==> config.mk <==
export PLATFORM = sky130hd
export DESIGN_NAME = instr_disp_sequencer
export DESIGN_NICKNAME = d
export VERILOG_FILES = /design/src/rtl/hydra_demo_pkg.sv /design/src/rtl/key_debounce.sv /design/src/rtl/instr_disp_sequencer.sv
export SDC_FILE = /design/constraint.sdc
export NUM_CORES = 1
export LEC_CHECK = 0
export ABC_AREA = 0
export BUFFER_PORTS_ARGS = -buffer_cell sky130_fd_sc_hd__buf_4
export CORE_MARGIN = 4
export CORE_UTILIZATION = 40
export CTS_CLUSTER_SIZE = 14
export DETAILED_ROUTE_END_ITERATION = 10
export HOLD_SLACK_MARGIN = 0.05
export PLACE_DENSITY = 0.63
export SYNTH_ARGS = -nofsm -noshare
export SYNTH_HDL_FRONTEND = slang
export SYNTH_HIERARCHICAL = 1
export SYNTH_SLANG_ARGS = --single-unit
==> constraint.sdc <==
create_clock -name src_clk -period 1.8 [get_ports src_clk]
set_input_delay 0.09 -clock src_clk [delete_from_list [all_inputs] [get_ports src_clk]]
set_output_delay 0.09 -clock src_clk [all_outputs]
set_load 0.05 [all_outputs]
==> src/rtl/hydra_demo_pkg.sv <==
// Shared definitions for the 7-segment demo display path.
//  - disp_state_t: sequencer FSM encodings (FETCH -> SHOW -> WAIT).
//  - Default timing constants for the 50 MHz board.
//  - DEMO_PROGRAM: default ROM image, word i at bits [32*i +: 32].
package hydra_demo_pkg;

    typedef enum logic [1:0] {
        ST_FETCH = 2'd0,
        ST_SHOW  = 2'd1,
        ST_WAIT  = 2'd2
    } disp_state_t;

    // 1 s auto-advance and 20 ms debounce at 50 MHz.
    localparam int DEF_TICK_CYCLES     = 50_000_000;
    localparam int DEF_DEBOUNCE_CYCLES = 1_000_000;

    localparam logic [127:0] DEMO_PROGRAM = {
        32'h0000006f,
        32'h002081b3,
        32'h00500113,
        32'h00c00193
    };

endpackage

==> src/rtl/key_debounce.sv <==
// Push-button debouncer with press detection.
// Ports:
//  src_clk      in   system clock, rising edge
//  rst_n        in   synchronous active-low reset
//  key_n        in   raw active-low button, asynchronous and bouncing
//  press_pulse  out  one-cycle pulse when the debounced level goes 1 -> 0
// The raw key passes through a 2-FF synchronizer. The stable level only
// changes after DEBOUNCE_CYCLES consecutive cycles of disagreement with the
// synchronized sample; any agreeing cycle clears the counter. Releases are
// tracked but produce no pulse.
module key_debounce #(
    parameter int DEBOUNCE_CYCLES = 1_000_000
) (
    input  logic src_clk,
    input  logic rst_n,
    input  logic key_n,
    output logic press_pulse
);

    localparam int CNT_W = $clog2(DEBOUNCE_CYCLES + 1);

    logic             sync_a;
    logic             sync_b;
    logic             stable;
    logic [CNT_W-1:0] cnt;
    logic             differ;
    logic             done;

    assign differ = (sync_b != stable);
    assign done   = differ && (cnt == CNT_W'(DEBOUNCE_CYCLES - 1));

    always_ff @(posedge src_clk) begin
        if (!rst_n) begin
            // Synchronizer resets to "released" so a key held through reset
            // is seen as a fresh press once reset is lifted.
            sync_a      <= 1'b1;
            sync_b      <= 1'b1;
            stable      <= 1'b1;
            cnt         <= '0;
            press_pulse <= 1'b0;
        end else begin
            sync_a      <= key_n;
            sync_b      <= sync_a;
            press_pulse <= 1'b0;
            if (!differ) begin
                cnt <= '0;
            end else if (done) begin
                cnt         <= '0;
                stable      <= sync_b;
                // Old level 1 means this change is a press (1 -> 0).
                press_pulse <= stable;
            end else begin
                cnt <= cnt + 1'b1;
            end
        end
    end

endmodule

==> src/rtl/instr_disp_sequencer.sv <==
// Instruction ROM sequencer feeding the 7-segment Digits decoder.
// Steps through a small ROM, presenting one 32-bit word at a time on disp.
// Advances on a debounced button press (manual) or a periodic tick (auto),
// wrapping to word 0 after the last word.
// Ports:
//  src_clk     in   system clock, rising edge
//  rst_n       in   synchronous active-low reset
//  key_step_n  in   raw active-low step button
//  sw_auto     in   1 = auto advance on tick, 0 = manual advance
//  disp        out  current instruction word (registered)
//  addr        out  ROM index of the word on disp
//  disp_valid  out  one-cycle pulse whenever disp is (re)loaded
// ROM contents come from ROM_INIT, word i at bits [32*i +: 32]; the read
// is registered so it maps onto block/distributed ROM.
module instr_disp_sequencer
    import hydra_demo_pkg::*;
#(
    parameter int                  DEPTH           = 16,
    parameter int                  ADDR_W          = $clog2(DEPTH),
    parameter int                  TICK_CYCLES     = DEF_TICK_CYCLES,
    parameter int                  DEBOUNCE_CYCLES = DEF_DEBOUNCE_CYCLES,
    parameter logic [DEPTH*32-1:0] ROM_INIT        = (DEPTH*32)'(DEMO_PROGRAM)
) (
    input  logic              src_clk,
    input  logic              rst_n,
    input  logic              key_step_n,
    input  logic              sw_auto,
    output logic [31:0]       disp,
    output logic [ADDR_W-1:0] addr,
    output logic              disp_valid
);

    localparam int TICK_W = $clog2(TICK_CYCLES + 1);

    disp_state_t       state;
    disp_state_t       next_state;
    logic              fetch;
    logic              show;
    logic              advance;
    logic              step_pulse;
    logic              tick;
    logic              adv_event;
    logic [TICK_W-1:0] tick_cnt;
    logic [31:0]       rom_q;

    key_debounce #(
        .DEBOUNCE_CYCLES(DEBOUNCE_CYCLES)
    ) u_key_debounce (
        .src_clk    (src_clk),
        .rst_n      (rst_n),
        .key_n      (key_step_n),
        .press_pulse(step_pulse)
    );

    // Tick counter runs only in auto mode; clearing it while manual makes
    // the first auto advance land a full period after sw_auto rises.
    always_ff @(posedge src_clk) begin
        if (!rst_n || !sw_auto) begin
            tick_cnt <= '0;
        end else if (tick_cnt == TICK_W'(TICK_CYCLES - 1)) begin
            tick_cnt <= '0;
        end else begin
            tick_cnt <= tick_cnt + 1'b1;
        end
    end

    assign tick = sw_auto && (tick_cnt == TICK_W'(TICK_CYCLES - 1));

    // OR rather than add: a coincident press and tick is a single step.
    assign adv_event = step_pulse | tick;

    always_ff @(posedge src_clk) begin
        if (!rst_n) begin
            state <= ST_FETCH;
        end else begin
            state <= next_state;
        end
    end

    // Events outside WAIT are ignored, so nothing queues up behind a fetch.
    always_comb begin
        next_state = state;
        fetch      = 1'b0;
        show       = 1'b0;
        advance    = 1'b0;
        case (state)
            ST_FETCH: begin
                fetch      = 1'b1;
                next_state = ST_SHOW;
            end
            ST_SHOW: begin
                show       = 1'b1;
                next_state = ST_WAIT;
            end
            ST_WAIT: begin
                if (adv_event) begin
                    advance    = 1'b1;
                    next_state = ST_FETCH;
                end
            end
            default: begin
                next_state = ST_FETCH;
            end
        endcase
    end

    always_ff @(posedge src_clk) begin
        if (!rst_n) begin
            rom_q      <= '0;
            disp       <= '0;
            addr       <= '0;
            disp_valid <= 1'b0;
        end else begin
            disp_valid <= show;
            if (fetch) begin
                rom_q <= ROM_INIT[{addr, 5'b00000} +: 32];
            end
            if (show) begin
                disp <= rom_q;
            end
            if (advance) begin
                addr <= (addr == ADDR_W'(DEPTH - 1)) ? '0 : addr + 1'b1;
            end
        end
    end

endmodule

==> After elaboration in Yosys (flattened, before gate mapping) <==
Index checks and enable logic that the tools add are counted.
{ "classes": {"n_addsub": 3, "n_mul": 0, "div_mod_pow": 0, "n_lt_le_gt_ge": 0, "n_eq_ne": 7, "shift": 1, "n_mux": 7, "bitwise": 3, "n_reduce_logical": 10} }
{ "ops": {"columns": ["op", "count"], "rows": [
  ["512-bit by 10-bit indexed part select with 32-bit output, first input constant", 1],
  ["26-bit by 1-bit adder with 26-bit output, second input constant", 1],
  ["26-bit equality test, second input constant", 1],
  ["20-bit by 1-bit adder with 20-bit output, second input constant", 1],
  ["20-bit equality test, second input constant", 1],
  ["2-bit case mux with 3 select lines", 1],
  ["4-bit by 1-bit adder with 4-bit output, second input constant", 1],
  ["4-bit equality test, second input constant", 1],
  ["1-bit two-way mux", 4],
  ["4-bit two-way mux", 1],
  ["3-bit AND reduction", 1],
  ["3-bit OR reduction", 1],
  ["2-bit by 1-bit equality test with 1-bit output, second input constant", 1],
  ["2-bit equality test, second input constant", 1],
  ["1-bit logical AND", 2],
  ["1-bit zero test", 2],
  ["2-bit zero test", 1],
  ["2-bit two-way mux", 1],
  ["2-bit != test, second input constant", 1],
  ["1-bit NOT", 2],
  ["2-bit AND reduction", 1],
  ["2-bit OR reduction", 1],
  ["1-bit logical OR", 1],
  ["1-bit != test", 1],
  ["1-bit bitwise OR", 1]
]} }
{ "totals": {"ff_bits": 121, "latch_bits": 0, "mem_bits_rw": 0, "rom_bits": 0, "inputBits": 4, "out_inout_bits": 37, "word_cells": 42, "mem_count": 0} }

==> Logic depth before layout (Yosys ltp) <==
Gate-level depths: netlist of the first run.
{ "logic_depth": {"word_depth": 5, "mapped_depth": 8, "ltp_nobuf": 6} }

==> Hierarchy <==
The synthesis of the first run kept the hierarchy.
{ "modules_own_cells": {"columns": ["mod", "instances", "cells_each", "area_each_um2", "seq_area_each_um2"], "rows": [
  ["instr_disp_sequencer", 1, 268, 2358.5, 1021.0],
  ["key_debounce", 1, 113, 1044.8, 480.5]
]} }

==> Least setup slack after synthesis of the first run <==
Ideal clock, no wire load.
{ "synth_path": {"path_type": "reg-to-reg", "start": "reg addr[1]", "end": "reg addr[2]", "setup_ns": 0.065, "t_arrival_ns": 1.732, "t_required_ns": 1.735, "slack_ns": 0.003, "path_stages_with_launch": 7, "path_buffers": 0, "period_less_slack_ns": 1.797, "path_cell_list": "dfxtp_1 ha_1 inv_1 ha_1 o21ai_0 mux2_1 nor2_1"} }
{ "synth_via": {"elab_chain_len": 2, "word_cells_on_any_way": 3, "cone_classes": "add/sub (1); eq/ne (1); mux (1)"} }
{ "synth_lines": {"columns": ["element", "line", "rtl"], "rows": [
  ["from (decl)", "instr_disp_sequencer.sv:29", "output logic [ADDR_W-1:0] addr,"],
  ["from (signal assigned)", "instr_disp_sequencer.sv:122", "addr <= (addr == ADDR_W'(DEPTH - 1)) ? '0 : addr + 1'b1;"],
  ["4-bit by 1-bit adder with 4-bit output / 4-bit equality test (equally long branches)", "instr_disp_sequencer.sv:122", null],
  ["4-bit two-way mux *", "instr_disp_sequencer.sv:122", null]
]} }
Mark *: on every way between the ends. The rest lies on a longest branch, timed or not.
A chain may end at the register's enable or synchronous reset.

==> Final worst setup path of the first run <==
{ "layout_path": {"start": "reg tick_cnt[18]", "end": "reg tick_cnt[3]"} }
{ "layout_via": {"elab_chain_len": 2} }
{ "layout_lines": {"columns": ["element", "line", "rtl"], "rows": [
  ["from (decl)", "instr_disp_sequencer.sv:43", "logic [TICK_W-1:0] tick_cnt;"],
  ["from (signal assigned)", "instr_disp_sequencer.sv:63", "tick_cnt <= tick_cnt + 1'b1;"],
  ["26-bit equality test", "instr_disp_sequencer.sv:60", "end else if (tick_cnt == TICK_W'(TICK_CYCLES - 1)) begin"],
  ["2-bit OR reduction (no line)", null, null]
]} }
Every way passes these cells.

==> results of run 1 <==
-- worst paths after layout --
check	startpoint	endpoint	slack, ns	depth (start not counted)
setup / recovery	tick_cnt[18]	tick_cnt[3]	0.01	6
hold / removal	sw_auto	state[1]	0.17	3
setup reg to reg	tick_cnt[18]	tick_cnt[3]	0.01	6
hold reg to reg	u_key_debounce/sync_a	u_key_debounce/sync_b	0.42	1
-- critical path: cells and delay by family, from the launching register on --
| kind | cells | cell delay (ns) |
|---|---|---|
| buffers and inverters | 1 | 0.15 |
| flip-flops | 1 | 0.31 |
| AND/OR/NAND/NOR | 5 | 1.21 |
-- stage by stage --
| step | hold WS, ns | cell area, um^2 | TNS (ns) |
|---|---|---|---|
| 6_report | 0.167 | 4080 | 0 |
| 5_1_grt | 0.185 | 4080 | -1.74 |
| 4_1_cts | 0.153 | 4060 | -0.0115 |
| 3_5_place_dp | 0.294 | 3790 | -0.00750 |
| 3_3_place_gp | 0.293 | 3790 | 0 |
| 2_1_floorplan | 0.163 | 3470 | 0 |
-- cells by family (layout without fill, tap and decap cells) --
kind of cell / after synthesis / count (layout)
multiplexers: 2 / 2
other: 1 / 18
AO/OA/AOI/OAI: 41 / 41
XOR/XNOR: 37 / 37
buffers and inverters: 47 / 84
adder cells (fa/ha/maj): 8 / 8
flip-flops: 75 / 75
AND/OR/NAND/NOR: 170 / 170
-- registers in the layout, indices dropped and copies added, names as in the netlist, 2 cells and up --
signal / count
tick_cnt: 26
state: 2
rom_q: 9
addr: 4
u_key_debounce/cnt: 20
disp: 9
-- timing repair --
action | CTS | global route
pin swaps | 2 | 1
gates cloned | 0 | 0
endpoints found under the setup margin | 8 | 32
hold endpoints to repair | 4 | 0
hold buffers | 3 | 0
buffers inserted | 0 | 0
resized for setup | 1 | 8
-- cell usage after synthesis, types with 7 or more instances --
cell	n	area [um^2]
dfxtp_1	75	1500
nor2_1	59	221
nand2_1	33	124
buf_4	26	195
a21oi_1	20	100
xnor2_1	19	166
xor2_1	18	158
nand3_1	16	80.1
inv_1	11	41.3
ha_1	8	100
and3_1	7	43.8
nor3_1	7	35.0
-- layer usage --
metal	GRT usage [%]	part of all wire (%)	wire, um	vias up
met5	0	0	0	-
met4	5.28	1.5	96	0
met3	3.61	4.8	301	10
met2	20.4	46	2890	47
met1	16.7	48	3050	1216
li1	-	-	-	1356
-- layout make-up --
type	instances	area, um^2	share of cell area (%)
clock buffers	9	124	3.04
clock inverters	7	101	2.49
inverters	11	41.3	1.01
multi-input cells	276	1720	42.1
flip-flops and latches	75	1500	36.9
well taps	105	131	3.22
repair buffers	57	460	11.3
-- report_power, final --
part	switching [mW]	internal [mW]	total, mW
registers	0.0257	1.70	1.72
clock network	0.659	0.790	1.45
logic	0.239	0.0875	0.326
total	0.924	2.58	3.50
==> out/qor.txt, run 1 <==
Final Hold Vio Count: 0
H-tree Lvls: 3
initial drt markers: 110
Synth Area in Compound Gates: 7.76%
overall routed net length: 6.34 mm
main combinational cell family by area after synthesis: simple AND/OR/NAND/NOR gates
root buf cell: clkbuf_8
CTS tree: built
crit-path max cell delay: 0.54 ns
Post-route DRC: 0
period utilization: 99.3%
Synth Area in Adders: 2.94%
largest net degree at the start of global routing: 21
drt first pass iters: 4
GRT overflow: 0
worst skew pair latency: 0.35 ns
Initial Utilization: 41.2%
first-pass GRT wire length: 10.6 mm
row cnt: 33
WP data arrival: 2.02 ns
mux cell area share after synthesis: 0.625%
Main synth FF type: dfxtp_1
# setup viols final: 0
Die W: 100 um
fill cell count: 773
Die Y-Extent: 100 um
Lkg Pwr: 1.55 nW
critical path startpoint category: flop
routed via count: 2629
setup ws final: 0.0131 ns
area grow syn2layout: 19.8%
clock transition at the registers of the reported paths: 0.08 ns
Post-Synthesis Cells: 381
vias in the first global route: 2351
flops & latches, synth: 75
Placer Congestion: 0.732
Max Cap Violations: 0
Core ar.: 8260 um^2
Setup WS pre-CTS: -0.00750 ns
routed length per instance: 11.7 um
crit path time final: 1.79 ns
initial antenna violation count: 0
Layout Nets: 442
Post-Place Cells: 521
XOR/XNOR Fraction of Synth Area: 9.52%
Layout Cells excl Fill: 540
ys async rst share: 0%
antenna viol nets, final: 0
Ys Warns: 6
n_diodes: 0
VDD IR max: 0.000381 V
most frequent cells in the layout: dfxtp_1, nor2_1, buf_4, nand2_1, a21oi_1
crit path kind: reg -> reg
element type at the critical path end: flop
Clock Skew: 0.0180 ns
maximum clock frequency: 560 MHz
Pwr per Cell Area: 858 nW/um^2
Worst EP required: 2.04 ns
Slowest cell on crit path: or4_4
worst hold path type: in -> reg
clk buf depth: 2
Netlist cell types: 54
Post-DP HPWL: 4.44 mm
Util after Layout: 49.4%
status: complete, no violations
Total Routing Usage GR: 12.9%
die area: 10000 um^2
Synth Cell Area: 3400 um^2
Clock Sink Count: 75
EDFF count, synth: 0
CP Cell Sequence: or4_4 > nor4_4 > and2_4 > nand3b_4 > buf_12 > nor2_1
total power: 3.50 mW
sequential area share after synthesis: 44.1%
layout cells sized above 1: 21.4%
I/O pins: 41
most common cell after layout, fill and taps aside: dfxtp_1
Simple-Gate Fraction of Synth Area: 26.8%
vias per inst: 4.87
syn_area_per_cell: 8.93 um^2
CTS buffer count: 9
unrepaired setup endpoints after global routing: yes
CP max FO: 20
Slew Limit Fails: 0
IO Port Bufs: 22
No activity file was read; power rests on OpenSTA's default activity.
==> inputs of run 2 (changes only) <==
REMOVE_ABC_BUFFERS = 1   (was unset)
==> run 2 against run 1 <==
Compared with the run above:
- the flow now finishes with violations (negative setup slack)
- first-iteration DRC count fell by 38%
- maximum frequency is 2.5% lower
- sequential cell count stayed put
- cell area fell by 0.80%
- sequential power about the same
- clock-buffer cell count unchanged
- setup slack got worse by 0.046 ns
- routed wire length fell by 1.6%
- cell count stayed put
- non-clock buffer count unchanged
- global-route usage shrank 0.22 points
- highest routed layer unchanged
==> out/qor.txt, run 2 (synthesized netlist as in run 1, its figures left out) <==
largest net degree at the start of global routing: 27
GRT overflow: 0
internal power: 2.28 mW
Post-route DRC: 0
r2r worst-path depth: 6
Psw: 0.889 mW
clock transition at the registers of the reported paths: 0.07 ns
worst hold path type: in -> reg
Total Routing Usage GR: 12.7%
Max Cap Violations: 0
Post-Route Setup TNS: -0.439 ns
layout cells sized above 1: 21.4%
Pwr per Cell Area: 783 nW/um^2
Core ar.: 8260 um^2
setup ws final: -0.0327 ns
n_diodes: 0
vias per inst: 4.87
Sw Share: 28.1%
area grow syn2layout: 18.9%
element type at the critical path end: flop
clk buf depth: 2
Post-CTS Setup Repair Bufs: 0
Seq pwr share: 54.4%
fill cell count: 777
initial drt markers: 68
most frequent cells in the layout: dfxtp_1, nor2_1, buf_4, nand2_1, a21oi_1
vias in the first global route: 2366
Largest Register: tick_cnt
met1 GRT Util: 15.5%
Slew Limit Fails: 0
row cnt: 33
Die Y-Extent: 100 um
critical path startpoint category: flop
unrepaired setup endpoints after global routing: yes
IO Port Bufs: 22
# setup viols final: 22
CP max FO: 7
CTS buffer count: 9
Post-Place Cells: 519
worst skew pair latency: 0.35 ns
antenna viol nets, final: 0
period utilization: 102%
drt first pass iters: 4
Comb power frac: 10.4%
maximum clock frequency: 546 MHz
failing checks: negative setup slack
worst slew pin tran: 0.594 ns
crit path time final: 1.83 ns
Lkg Pwr: 1.53 nW
status: finished with violations
power share of the clock group: 35.2%
Worst EP required: 2.04 ns
CTS tree: built
VDD IR max: 0.000340 V
Initial Utilization: 41.2%
Largest regs: tick_cnt: 26 flops, u_key_debounce/cnt: 20 flops
met2 GRT Util: 20.7%
Placer Congestion: 0.787
I/O pins: 41
grt peak-use layer: met2
Final Hold Vio Count: 0
die area: 10000 um^2
overall routed net length: 6.23 mm
routed length per instance: 11.5 um
M3 GR Usage: 3.82%
hold depth: 3
Layout Cells excl Fill: 540
total power: 3.17 mW
H-tree Lvls: 3
Setup WS pre-CTS: -0.00894 ns
routed via count: 2628
most common cell after layout, fill and taps aside: dfxtp_1
Die W: 100 um
root buf cell: clkbuf_8
Clock Sink Count: 75
WP data arrival: 2.07 ns
max reg flops: 26
Post-DP HPWL: 4.23 mm
Clock Skew: 0.00925 ns
crit path kind: reg -> reg
initial antenna violation count: 0
first-pass GRT wire length: 10.4 mm
Slew HR: 60.3%
Layout Nets: 442
-- run 2: cell types whose count changed in the layout (fill, tap and decap cells not counted), moves of 2 or more --
cell and delta:
clkinvlp_4 +2, buf_4 -2, clkinv_4 -2, clkinv_2 +3, bufinv_16 -2
-- run 2: final cells by class --
type | instances | area (um^2) | area share [%]
Sequential cell | 75 | 1500 | 37.1
Tap cell | 105 | 131 | 3.25
Clock inverter | 7 | 45.0 | 1.11
Multi-Input combinational cell | 276 | 1720 | 42.5
Timing Repair Buffer | 57 | 482 | 11.9
Inverter | 11 | 41.3 | 1.02
Clock buffer | 9 | 124 | 3.06
-- run 2: path summary, 6_finish.rpt --
path                              start               endpoint  slack (ns)
setup / recovery            tick_cnt[9]            tick_cnt[9]       -0.03
hold / removal                  sw_auto               state[1]        0.20
hold reg to reg   u_key_debounce/sync_a  u_key_debounce/sync_b        0.41
setup reg to reg            tick_cnt[9]            tick_cnt[9]       -0.03
-- run 2: metrics by stage --
stage / utilization, % / hold WS [ns] / cell area (um^2)
2_1_floorplan: - / 0.163 / 3230
3_3_place_gp: 45.7 / 0.284 / 3780
3_5_place_dp: 45.7 / 0.285 / 3780
4_1_cts: 48.3 / 0.181 / 3990
5_1_grt: 49.0 / 0.197 / 4050
6_report: 49.0 / 0.200 / 4050
-- run 2: metal layers --
metal | share of wire (%) | wire length, um | up-vias
met2 | 44 | 2740 | 47
met4 | 1.5 | 96 | 0
met5 | 0 | 0 | -
met3 | 4.7 | 293 | 10
met1 | 50 | 3100 | 1215
li1 | - | - | 1356
-- run 2: power groups by stage --
stage	sequential [mW]	combinational, mW	clock, mW
5_1_grt	1.73	0.356	1.23
3_5_place_dp	1.76	0.314	0
6_report	1.72	0.329	1.12
2_1_floorplan	1.81	0.183	0
3_3_place_gp	1.76	0.310	0
4_1_cts	1.72	0.321	1.16
-- run 2: worst max-delay path, cell delays in order (launching register included) --
cell       delay [ns]
dfxtp_1          0.32
or4b_4           0.55
nor4_4           0.30
and2_4           0.19
nand3b_4         0.17
clkbuf_16        0.16
nor2_1           0.04
-- run 2: what timing repair did --
item / CTS / global route
hold endpoints to repair: 4 / 0
pin swaps: 0 / 5
hold buffers: 3 / 0
cloned: 0 / 2
endpoints found under the setup margin: 24 / 33
gates resized for setup: 3 / 6
